**src/rtl/clk_div_trig_gen.sv**
```systemverilog
// Programmable clock divider: pulse or square clock-enable, wrap strobe and NUM_TRIG trigger strobes.
// Define CLK_DIV_PHASE_SYNC_EN to add the sync_in phase-restart input.
module clk_div_trig_gen #(
    parameter int CNT_W       = 6,
    parameter int DEFAULT_DIV = 15,
    parameter int NUM_TRIG    = 2
) (
    input  logic                      clock,
    input  logic                      reset_n,
    input  logic                      enable,
    input  logic [CNT_W-1:0]          div_val,
    input  logic                      div_load,
    input  logic                      mode,
    input  logic [NUM_TRIG*CNT_W-1:0] trig_pos,
`ifdef CLK_DIV_PHASE_SYNC_EN
    input  logic                      sync_in,
`endif
    output logic                      clk_div,
    output logic [NUM_TRIG-1:0]       trig,
    output logic                      wrap,
    output logic [CNT_W-1:0]          count
);
    localparam logic [CNT_W-1:0] DEF_DIV = CNT_W'(DEFAULT_DIV);
    localparam logic [CNT_W-1:0] MIN_DIV = CNT_W'(2);

    logic [CNT_W-1:0]    count_q, count_d;
    logic [CNT_W-1:0]    div_active_q, div_active_d;
    logic [CNT_W-1:0]    div_shadow_q, div_shadow_d;
    logic                pending_q, pending_d;
    logic                started_q, started_d;
    logic                clk_div_q, clk_div_d;
    logic                wrap_q, wrap_d;
    logic [NUM_TRIG-1:0] trig_q, trig_d;
    logic                sync_w;
    logic                restart;
    logic [CNT_W:0]      half_w;

`ifdef CLK_DIV_PHASE_SYNC_EN
    assign sync_w = sync_in;
`else
    assign sync_w = 1'b0;
`endif

    // Outputs are computed from the next count so they line up with the count they describe.
    always_comb begin
        restart      = (count_q == div_active_q - 1'b1) || sync_w;
        count_d      = count_q;
        div_active_d = div_active_q;
        div_shadow_d = div_shadow_q;
        pending_d    = pending_q;
        started_d    = started_q;
        clk_div_d    = clk_div_q;
        wrap_d       = 1'b0;
        trig_d       = '0;
        half_w       = '0;
        if (enable) begin
            if (restart) begin
                count_d   = '0;
                started_d = 1'b1;
                if (pending_q) begin
                    div_active_d = div_shadow_q;
                    pending_d    = 1'b0;
                end
            end else begin
                count_d = count_q + 1'b1;
            end
            wrap_d = restart;
            for (int i = 0; i < NUM_TRIG; i++)
                trig_d[i] = (count_d == trig_pos[i*CNT_W +: CNT_W]);
            half_w    = ({1'b0, div_active_d} + 1'b1) >> 1;
            clk_div_d = mode ? (started_d && ({1'b0, count_d} < half_w)) : restart;
        end
        // A load on the wrap edge pends behind the shadow being applied on that same edge.
        if (div_load) begin
            div_shadow_d = (div_val < MIN_DIV) ? MIN_DIV : div_val;
            pending_d    = 1'b1;
        end
    end

    always_ff @(posedge clock or negedge reset_n) begin
        if (!reset_n) begin
            count_q      <= '0;
            div_active_q <= DEF_DIV;
            div_shadow_q <= DEF_DIV;
            pending_q    <= 1'b0;
            started_q    <= 1'b0;
            clk_div_q    <= 1'b0;
            wrap_q       <= 1'b0;
            trig_q       <= '0;
        end else begin
            count_q      <= count_d;
            div_active_q <= div_active_d;
            div_shadow_q <= div_shadow_d;
            pending_q    <= pending_d;
            started_q    <= started_d;
            clk_div_q    <= clk_div_d;
            wrap_q       <= wrap_d;
            trig_q       <= trig_d;
        end
    end

    assign count   = count_q;
    assign clk_div = clk_div_q;
    assign wrap    = wrap_q;
    assign trig    = trig_q;
endmodule

```
**config.mk**
```make
export PLATFORM = sky130hd
export DESIGN_NAME = clk_div_trig_gen
export DESIGN_NICKNAME = d
export VERILOG_FILES = /design/src/rtl/clk_div_trig_gen.sv
export SDC_FILE = /design/constraint.sdc
export NUM_CORES = 1
export LEC_CHECK = 0
export CAP_MARGIN = 20
export CORE_MARGIN = 3
export CORE_UTILIZATION = 52
export CTS_CLUSTER_SIZE = 10
export DETAILED_ROUTE_END_ITERATION = 16
export DONT_BUFFER_PORTS = 1
export PLACE_DENSITY = 0.67
export SYNTH_ARGS = -nofsm -noshare
export SYNTH_HDL_FRONTEND = slang
export SYNTH_SLANG_ARGS = --single-unit
```
**constraint.sdc**
```tcl
create_clock -name clock -period 6.6 [get_ports clock]
set_input_delay 0.33 -clock clock [delete_from_list [all_inputs] [get_ports clock]]
set_output_delay 0.33 -clock clock [all_outputs]
set_load 0.05 [all_outputs]
```
==> flow_metrics.py, run 1 <==
metrics = {
    "logic_synthesis": {
        "postSynth.asyncResetShare_pct": 100.0,
        "synth_seq_area_share_pct": 34.01,
        "synth.lib_cells_used.distinct": 47,
        "synth_area_leaders": "dfrtp_1, dfstp_2, mux2_2",
        "synth_enable_flop_cells": 0,
        "synthesis.area_per_instance_um2": 10.03,
        "yosysTopAreaCell": "dfrtp_1",
        "syn-instance-count": 179,
        "synth.most_common_cell": "mux2_2",
        "synth-warning-count": 0,
        "top_ff_cell_synth": "dfrtp_1",
        "netlist.area_leader.share_pct": 22.30,
        "mappedNetlistNets": 210,
        "synth_commonest_cells": "mux2_2, dfrtp_1, nor2_1",
        "synth_cell_area_mm2": 0.001795,
        "synth_seq_cells": 24,
    },
    "sta": {
        "fmax_mhz": 236.9,
        "fin_worst_skew_ns": 0.008585,
        "finalWorstPathRequiredPeriod_ns": 4.220,
        "setup_viol_count_final": 0,
        "tightestPinTransition_ns": 0.8295,
        "hold_viol_final": 0,
        "setup_total_negative_slack_ns": 0,
        "maxSlewViolCount": 0,
        "setup_repair_after_global_routing_missed_its_margin": "no",
        "timing.max_slew.rel_slack_pct": 44.70,
        "final.period_utilization_pct": 63.95,
    },
    "global_route": {
        "via_count_of_the_first_global_routing_pass": 1438,
        "global_route.overflow_total": 0,
        "grtUsageTotal_pct": 21.94,
        "largest_net_degree_at_the_start_of_global_routing": 25,
        "antenna_violations_before_repair": 0,
        "grt_first_pass_wirelength_mm": 7.231,
    },
    "clock_network": {
        "cts.htree.levels": 1,
        "tritoncts": "done",
        "cts_buffers": 3,
        "clock-sinks": 24,
        "cts_root_buffer": "clkbuf_4",
        "clk_pin_slew_ns": 0.13,
        "deepest_clock_path_buffer_count": 2,
        "clock_insertion_delay_worst_skew_ns": 0.31,
        "cts_resized": 0,
    },
    "setup_path": {
        "timing.setup.critical_path_class": "flip-flop to flip-flop",
        "crit_path_end_kind": "flip-flop",
        "critical_path.max_fanout": 9,
        "critical_path_arrival_ns": 4.46,
        "timing.critical_path.required_ns": 6.84,
        "cp-start-kind": "flip-flop",
    },
    "floorplan": {
        "placementRows": 20,
        "die_area_mm2": 0.004194,
        "boundaryPins": 33,
        "die_width_um": 64.76,
        "dieHeight_um": 64.76,
        "start_util_pct": 56.50,
        "core_area_mm2": 0.003178,
    },
    "layout": {
        "syn2layout_area_growth_pct": 3.275,
        "post_route_cells_drive_above_1_share_pct": 23.86,
        "final_net_count": 208,
        "antenna_cells_inserted": 0,
        "layout.core_utilization_pct": 58.35,
        "final_design_area_no_fill_mm2": 0.001854,
        "nFillCells": 284,
    },
    "placed_design": {
        "dp_hpwl_mm": 3.221,
        "buffer_ports.inserted": 0,
        "place_congestion": 0.8149,
        "placement.cell_area_mm2": 0.001798,
    },
    "route": {
        "via_count": 1373,
        "routed_wire_length_per_instance_um": 19.16,
        "drt_pass1_iterations": 4,
        "routed_via_count_divided_by_cell_count": 6.241,
        "routed_wl_mm": 4.215,
        "detail-route-antenna-nets": 0,
        "drc": 0,
        "iter_0_drt_violations": 91,
    },
    "pwr": {
        "power_density_cells_mw_per_mm2": 511.6,
        "pwr-share-seq_pct": 37.2,
        "switching_power_mw": 0.4816,
        "power_frac_comb_pct": 55.9,
        "clock_power_share_pct": 6.9,
        "swShare_pct": 50.78,
        "peakVddDrop_mv": 0.2503,
        "power_report.internal_total_mw": 0.4669,
        "static_leakage_power_nw": 0.7956,
    },
    "run": {
        "max_cap_viol_count": 0,
    },
    "hold_path": {
        "worst_hold_path_type": "input port to flip-flop",
    },
    "outcome": {
        "status": "completed",
    },
}
[per-stage QoR]
stage	worst slack, ns	instances	power, mW	hold WS (ns)
global route	1.960	220	1.034	0.03872
finish	2.380	220	0.9486	0.05554
detailed placement	2.425	214	0.8736	0.03533
CTS	2.381	220	0.9461	0.04841
global placement	2.586	214	0.8429	0.03520
floorplan	2.688	179	0.7797	0.03441
[power groups by stage]
stage | Sequential (mW) | Clock, mW | Combinational [mW]
after global routing | 0.364 | 0.0761 | 0.594
after CTS | 0.352 | 0.0682 | 0.526
final | 0.353 | 0.0654 | 0.530
after global placement | 0.352 | 0 | 0.491
after floorplan | 0.301 | 0 | 0.479
after detailed placement | 0.356 | 0 | 0.518
[kinds of logic after synthesis]
kind of cell               synth area share (%)
DFF                                       34.01
AOI/OAI and AO/OA                         13.52
muxes                                     14.63
xor gates and xnor gates                  8.781
buffers and inverters                     4.599
and+or+nand+nor                           18.89
adders and majority gates                 5.575
[worst paths after layout]
path                            cells past startpoint            start               to  slack [ns]
worst max-delay path                               17  div_active_q[0]          clk_div        2.38
worst min-delay path                                1         div_load  div_shadow_q[1]        0.06
worst max register to register                     17  div_active_q[0]          clk_div        2.38
worst min register to register                      1        started_q        started_q        0.49
max in group asynchronous                           2          reset_n  div_shadow_q[2]        5.94
min in group asynchronous                           2          reset_n         count[2]        0.42
[per-layer routing]
layer / global-route usage (%) / vias to the layer above / share of wire [%]
met3: 3.813 / 2 / 7.5
met1: 29.87 / 672 / 43
met4: 3.166 / 0 / 0.47
li1: - / 647 / -
met5: 0 / - / 0
met2: 37.16 / 52 / 49
[layout make-up]
| type | instances | area, um^2 | area share, % |
|---|---|---|---|
| flip-flops and latches | 24 | 610.6 | 32.93 |
| multi-input cells | 138 | 1102 | 59.45 |
| inverters | 8 | 30.03 | 1.619 |
| well taps | 44 | 55.05 | 2.969 |
| repair buffers | 2 | 30.03 | 1.619 |
| clock buffers | 3 | 22.52 | 1.215 |
| clock inverters | 1 | 3.754 | 0.2024 |
[critical path, cell delays in order (launching register included)]
cell and delay (ns):
dfstp_2 0.63, inv_1 0.07, ha_1 0.31, xor2_1 0.21, nand3_1 0.15, nor4_4 0.28
nand2_4 0.16, mux2_2 0.31, ha_1 0.24, nand3_1 0.10, mux2i_1 0.10, xor2_1 0.17
ha_1 0.33, a21o_1 0.16, a21o_1 0.16, a2111oi_0 0.53, a21oi_1 0.08, o221ai_1 0.17
[repair_timing]
item	4_1_cts	5_1_grt
hold endpoints to repair	24	0
setup buffers	0	0
hold buffers	2	0
[cells in the final DEF, fill, tap and decap left out, types with 2 or more instances in the layout]
master and instances:
mux2_2 18, dfrtp_1 16, nor2_1 14, xnor2_1 9, xor2_1 9, inv_1 8, nand3_1 8, ha_1 8
dfstp_2 8, nand2_1 7, a21oi_1 7, mux2i_1 6, or3_1 4, nor3_1 4, a21o_1 4, and3_1 3
nand2b_1 3, o221ai_1 3, clkbuf_4 3, nor2b_1 2, o22ai_1 2, nor4_1 2, a221o_1 2, nand4_1 2
[sequential cells by signal, indices dropped and copies added, names as in the netlist]
name / count
trig: 2
started_q: 1
wrap: 1
div_shadow_q: 6
pending_q: 1
clk_div: 1
div_active_q: 6
count: 6
Power figures use the tool's default switching activity.
==> run 2: changes to the inputs <==
==> constraint.sdc (replaced) <==
create_clock -name clock -period 4 [get_ports clock]
set_input_delay 0.2 -clock clock [delete_from_list [all_inputs] [get_ports clock]]
set_output_delay 0.2 -clock clock [all_outputs]
set_load 0.05 [all_outputs]
==> run 2 against run 1 <==
Compared with the run above:
- clock-buffer cell count did not move
- critical path depth did not move
- routed wire length rose by 0.14%
- register-to-register slack got worse by 2.2 ns
- clock power rose to 2.8 times the previous value
- global-route usage fell by 1.4 points
- hold slack got worse by 0.043 ns
- combinational power rose by 120%
- first-iteration DRC count fell by 19%
- worst setup slack got worse by 2.2 ns
- die area did not move
- sequential power rose by 25%
- largest power group unchanged
==> flow_metrics.py, run 2 (synthesis gave the netlist of run 1 again) <==
metrics = {
    "placed_design": {
        "dp.cells": 221,
        "place_congestion": 0.7927,
        "pre_cts_slack_ns": -0.008316,
        "buffer_ports.inserted": 0,
        "dp_hpwl_mm": 2.937,
    },
    "setup_path": {
        "timing.critical_path.required_ns": 4.25,
        "cp_launch_point": "div_active_q[0]",
        "critical_path.max_fanout": 5,
        "critical_path_arrival_ns": 4.08,
        "timing.setup.critical_path_class": "flip-flop to flip-flop",
        "worstReg2RegStart": "div_active_q[0]",
        "worst_r2r_path_depth": 17,
        "crit_path_end_kind": "flip-flop",
        "cp-start-kind": "flip-flop",
    },
    "layout": {
        "syn2layout_area_growth_pct": 18.19,
        "post_route_cells_drive_above_1_share_pct": 29.95,
        "post_layout_nonfiller_instances": 241,
        "multi_input_comb_area_mm2": 0.001166,
        "register_area_um2": 610.6,
        "nFillCells": 252,
        "final_net_count": 229,
        "antenna_cells_inserted": 0,
        "layout_common_cells": "mux2_2, dfrtp_1, nor2_1, dlygate4sd3_1, buf_4",
    },
    "clock_network": {
        "clock_insertion_delay_worst_skew_ns": 0.34,
        "cts.htree.levels": 1,
        "cts_root_buffer": "clkbuf_4",
        "cts_buffers": 3,
        "deepest_clock_path_buffer_count": 2,
        "tritoncts": "done",
        "clk_pin_slew_ns": 0.14,
        "clock-sinks": 24,
    },
    "global_route": {
        "antenna_violations_before_repair": 0,
        "via_count_of_the_first_global_routing_pass": 1445,
        "grtUsageTotal_pct": 20.56,
        "global_route.overflow_total": 0,
        "grt_first_pass_wirelength_mm": 6.555,
        "largest_net_degree_at_the_start_of_global_routing": 25,
    },
    "sta": {
        "setup_viol_count_final": 0,
        "hold_viol_final": 0,
        "tightestPinTransition_ns": 0.5347,
        "maxSlewViolCount": 0,
        "fmax_mhz": 261.0,
        "finalWorstPathRequiredPeriod_ns": 3.832,
        "worst_hold_slack_ns": 0.01222,
        "setup_total_negative_slack_ns": 0,
        "final.period_utilization_pct": 95.79,
        "timing.max_slew.rel_slack_pct": 64.10,
        "fin_worst_skew_ns": 0.003160,
        "finalWorstSetupSlack_ns": 0.1684,
    },
    "route": {
        "routed_wl_mm": 4.221,
        "drt_pass1_iterations": 4,
        "routed_wire_length_per_instance_um": 17.51,
        "via_count": 1457,
        "iter_0_drt_violations": 74,
        "detail-route-antenna-nets": 0,
        "drc": 0,
        "routed_via_count_divided_by_cell_count": 6.046,
    },
    "pwr": {
        "finalPower_mw": 1.801,
        "power_report.internal_total_mw": 0.9416,
        "switching_power_mw": 0.8594,
        "swShare_pct": 47.72,
        "power_frac_comb_pct": 65.5,
        "static_leakage_power_nw": 0.9104,
        "power_density_cells_mw_per_mm2": 848.7,
        "clock_power_share_pct": 10.1,
        "peakVddDrop_mv": 0.3832,
        "pwr-share-seq_pct": 24.4,
    },
    "run": {
        "max_cap_viol_count": 0,
    },
    "floorplan": {
        "dieHeight_um": 64.76,
        "placementRows": 20,
        "die_area_mm2": 0.004194,
        "core_area_mm2": 0.003178,
        "die_width_um": 64.76,
        "boundaryPins": 33,
        "start_util_pct": 56.50,
    },
    "hold_path": {
        "hold_path_startpoint": "enable",
        "worst_hold_path_type": "input port to flip-flop",
        "hold-path-cell-count": 1,
    },
    "outcome": {
        "status": "completed",
    },
}
[run 2: cell types whose count changed in the layout (fill, tap and decap cells not counted), sizes merged]
cell,previous run,this run
bufinv,0,1
clkinv,1,0
dlygate4sd3,1,11
buf,1,12
[run 2: timing repair]
item	in CTS	in global routing
hold buffers	8	3
setup buffers	0	4
endpoints found under the hold margin	33	5
setup endpoints to repair	1	1
pin swaps	0	8
resized for setup	1	9
[run 2: worst max-delay path, cell delays in order (launching register included)]
cell	delay [ns]
dfstp_2	0.59
inv_1	0.08
ha_4	0.28
xor2_2	0.18
nand3_2	0.11
nor4_4	0.37
nand2_4	0.10
mux2_4	0.33
ha_4	0.17
nand3_1	0.08
mux2i_1	0.10
xor2_1	0.16
ha_1	0.31
a21o_1	0.16
a21o_1	0.18
a2111oi_4	0.30
a21oi_1	0.07
o221ai_1	0.17
[run 2: cell type report]
cell class | instances | area share [%]
Tap cell | 44 | 2.594
Clock buffer | 3 | 1.061
Clock inverter | 1 | 1.415
Inverter | 8 | 1.415
Multi-Input combinational cell | 138 | 54.95
Sequential cell | 24 | 28.77
Timing Repair Buffer | 23 | 9.788
[run 2: through the flow]
stage                     util, %  instance area, um^2
after floorplan                 -                 1795
after global placement      58.23                 1851
after detailed placement    58.23                 1851
after CTS                   62.44                 1984
after global routing        66.77                 2122
final                       66.77                 2122
[run 2: layer usage]
metal	wire [um]	part of all wire, %	track usage (%)
met2	2062	49	33.21
met4	62	1.5	9.499
met5	0	0	0
met3	257	6.1	5.893
met1	1839	44	25.19
[run 2: worst paths after layout]
kind,slack [ns],endpoint
max reg2reg,0.17,clk_div
min in group asynchronous,0.23,count[3]
max in group asynchronous,3.22,div_shadow_q[3]
min reg2reg,0.49,started_q
max,0.17,clk_div
min,0.01,count[2]
[run 2: power groups by stage]
stage / clock network [mW] / logic, mW / registers [mW]
detailed placement: 0 / 1.03 / 0.445
global route: 0.196 / 1.28 / 0.452
global placement: 0 / 0.998 / 0.442
CTS: 0.187 / 1.05 / 0.439
finish: 0.181 / 1.18 / 0.440
floorplan: 0 / 0.790 / 0.496
==> run 3: changes to the inputs <==
--- a/config.mk
+++ b/config.mk
@@ -11,7 +11,7 @@
 export CTS_CLUSTER_SIZE = 10
 export DETAILED_ROUTE_END_ITERATION = 16
 export DONT_BUFFER_PORTS = 1
-export PLACE_DENSITY = 0.67
+export PLACE_DENSITY = 0.65
 export SYNTH_ARGS = -nofsm -noshare
 export SYNTH_HDL_FRONTEND = slang
 export SYNTH_SLANG_ARGS = --single-unit
==> run 3 against run 2 <==
Compared with the run above:
- clock skew decreased by 0.0012 ns
- sequential share of layout area increased by 0.96 points
- clock power about the same
- largest power group unchanged
==> flow_metrics.py, run 3 (synthesis gave the netlist of run 1 again) <==
metrics = {
    "placed_design": {
        "pre_cts_slack_ns": -0.1307,
        "dp.cells": 222,
        "place_congestion": 0.7982,
        "dp_hpwl_mm": 3.098,
        "buffer_ports.inserted": 0,
    },
    "route": {
        "routed_wire_length_per_instance_um": 18.11,
        "routed_via_count_divided_by_cell_count": 6.166,
        "detail-route-antenna-nets": 0,
        "iter_0_drt_violations": 97,
        "drt_pass1_iterations": 4,
        "routed_wl_mm": 4.257,
        "drc": 0,
        "via_count": 1449,
    },
    "setup_path": {
        "cp-start-kind": "flip-flop",
        "regToRegSetupSlack_ns": 0.18,
        "critical_path_buf_inv_count": 1,
        "timing.setup.critical_path_class": "flip-flop to flip-flop",
        "crit_end": "clk_div",
        "cp_launch_point": "div_active_q[0]",
        "critical_path.max_fanout": 3,
        "crit_path_end_kind": "flip-flop",
        "critical_path_arrival_ns": 4.08,
        "timing.critical_path.required_ns": 4.25,
        "worst_path_largest_cell_delay_ns": 0.56,
        "worstReg2RegStart": "div_active_q[0]",
        "path_delay_family": "simple AND/OR/NAND/NOR gates",
        "worst_r2r_path_depth": 17,
        "worst-path-stages": 17,
        "crit_chain": "inv_1 -> ha_1 -> xor2_2 -> nand3_2 -> nor4_4 -> nand2_4 -> mux2_2 -> ha_4 -> nand3_1 -> mux2i_2 -> xor2_1 -> ha_1 -> a21o_1 -> a21o_1 -> a2111oi_4 -> nand4_1 -> o221ai_2",
        "crit-reg2reg-capture": "clk_div",
        "critPathSlowestCell": "dfstp_2",
    },
    "sta": {
        "fmax_mhz": 261.5,
        "tightestPinTransition_ns": 0.5741,
        "finalWorstPathRequiredPeriod_ns": 3.824,
        "worst_hold_slack_ns": 0.01425,
        "fin_worst_skew_ns": 0.001937,
        "setup_viol_count_final": 0,
        "maxSlewViolCount": 0,
        "final.period_utilization_pct": 95.60,
        "finalWorstSetupSlack_ns": 0.1760,
        "timing.max_slew.rel_slack_pct": 61.60,
        "hold_viol_final": 0,
    },
    "pwr": {
        "finalPower_mw": 1.799,
        "clock_power_share_pct": 10.1,
        "swShare_pct": 47.49,
        "power_density_cells_mw_per_mm2": 876.0,
        "static_leakage_power_nw": 0.8750,
        "power_report.internal_total_mw": 0.9445,
        "peakVddDrop_mv": 0.4226,
        "switching_power_mw": 0.8542,
        "power_frac_comb_pct": 65.6,
        "pwr-share-seq_pct": 24.4,
    },
    "global_route": {
        "global_route.overflow_total": 0,
        "grtUsageTotal_pct": 20.69,
        "grt_first_pass_wirelength_mm": 6.824,
        "antenna_violations_before_repair": 0,
        "largest_net_degree_at_the_start_of_global_routing": 25,
        "via_count_of_the_first_global_routing_pass": 1409,
    },
    "layout": {
        "register_area_um2": 610.6,
        "syn2layout_area_growth_pct": 14.36,
        "nFillCells": 265,
        "post_route_cells_drive_above_1_share_pct": 32.46,
        "post_layout_nonfiller_instances": 235,
        "layout_common_cells": "mux2_2, dfrtp_1, nor2_1, buf_4, xnor2_1",
        "multi_input_comb_area_mm2": 0.001160,
        "antenna_cells_inserted": 0,
        "most_common_cell_after_layout_fill_and_taps_aside": "mux2_2",
        "final_net_count": 223,
    },
    "clock_network": {
        "cts_buffers": 3,
        "clk_pin_slew_ns": 0.14,
        "cts_root_buffer": "clkbuf_4",
        "deepest_clock_path_buffer_count": 2,
        "clock_insertion_delay_worst_skew_ns": 0.32,
        "tritoncts": "done",
        "clock-sinks": 24,
        "cts.htree.levels": 1,
    },
    "outcome": {
        "status": "completed",
    },
    "hold_path": {
        "worst_hold_path_type": "input port to flip-flop",
    },
    "floorplan": {
        "boundaryPins": 33,
        "placementRows": 20,
        "die_area_mm2": 0.004194,
        "start_util_pct": 56.50,
        "core_area_mm2": 0.003178,
        "die_width_um": 64.76,
        "dieHeight_um": 64.76,
    },
    "run": {
        "max_cap_viol_count": 0,
    },
}
-- run 3: worst min-delay path by stage --
stage                            endpoint  cells past startpoint       start
after floorplan                   clk_div                      0     reset_n
after global placement           count[4]                      0     reset_n
after detailed placement         count[4]                      0     reset_n
after CTS                 div_shadow_q[4]                      1  div_val[4]
after global routing      div_shadow_q[3]                      1  div_val[3]
final                     div_shadow_q[4]                      1  div_val[4]
-- run 3: cell type report --
cell class	count	share of cell area (%)
clock buffer	3	1.097
clock inverter	1	1.463
inverter	8	1.463
multi-input combinational	138	56.49
sequential	24	29.74
tap	44	2.681
timing repair buffer	17	7.069
-- run 3: power by group through the flow --
stage / clock [mW] / sequential, mW / combinational, mW
after global placement: 0 / 0.441 / 1.02
after detailed placement: 0 / 0.447 / 1.06
after global routing: 0.194 / 0.451 / 1.28
after CTS: 0.182 / 0.442 / 1.09
final: 0.181 / 0.438 / 1.18
after floorplan: 0 / 0.496 / 0.790
-- run 3: metal layers --
layer  routed length [um]  track usage [%]
met1                 1861            28.31
met2                 2009            33.72
met3                  326            5.026
met4                   61            3.166
met5                    0                0
-- run 3: through the flow --
| step | TNS (ns) | cell area (um^2) | utilization [%] |
|---|---|---|---|
| 2_1_floorplan | 0 | 1795 | - |
| 3_3_place_gp | 0 | 1858 | 58.46 |
| 3_5_place_dp | -0.1307 | 1858 | 58.46 |
| 4_1_cts | 0 | 1947 | 61.26 |
| 5_1_grt | -0.007190 | 2053 | 64.61 |
| 6_report | 0 | 2053 | 64.61 |
-- run 3: repair_timing --
item / CTS / global route
pin swaps: 0 / 7
resized for setup: 2 / 8
setup buffers: 0 / 4
hold buffers: 3 / 1
setup endpoints to repair: 1 / 1
gates cloned: 0 / 0
endpoints found under the hold margin: 27 / 1
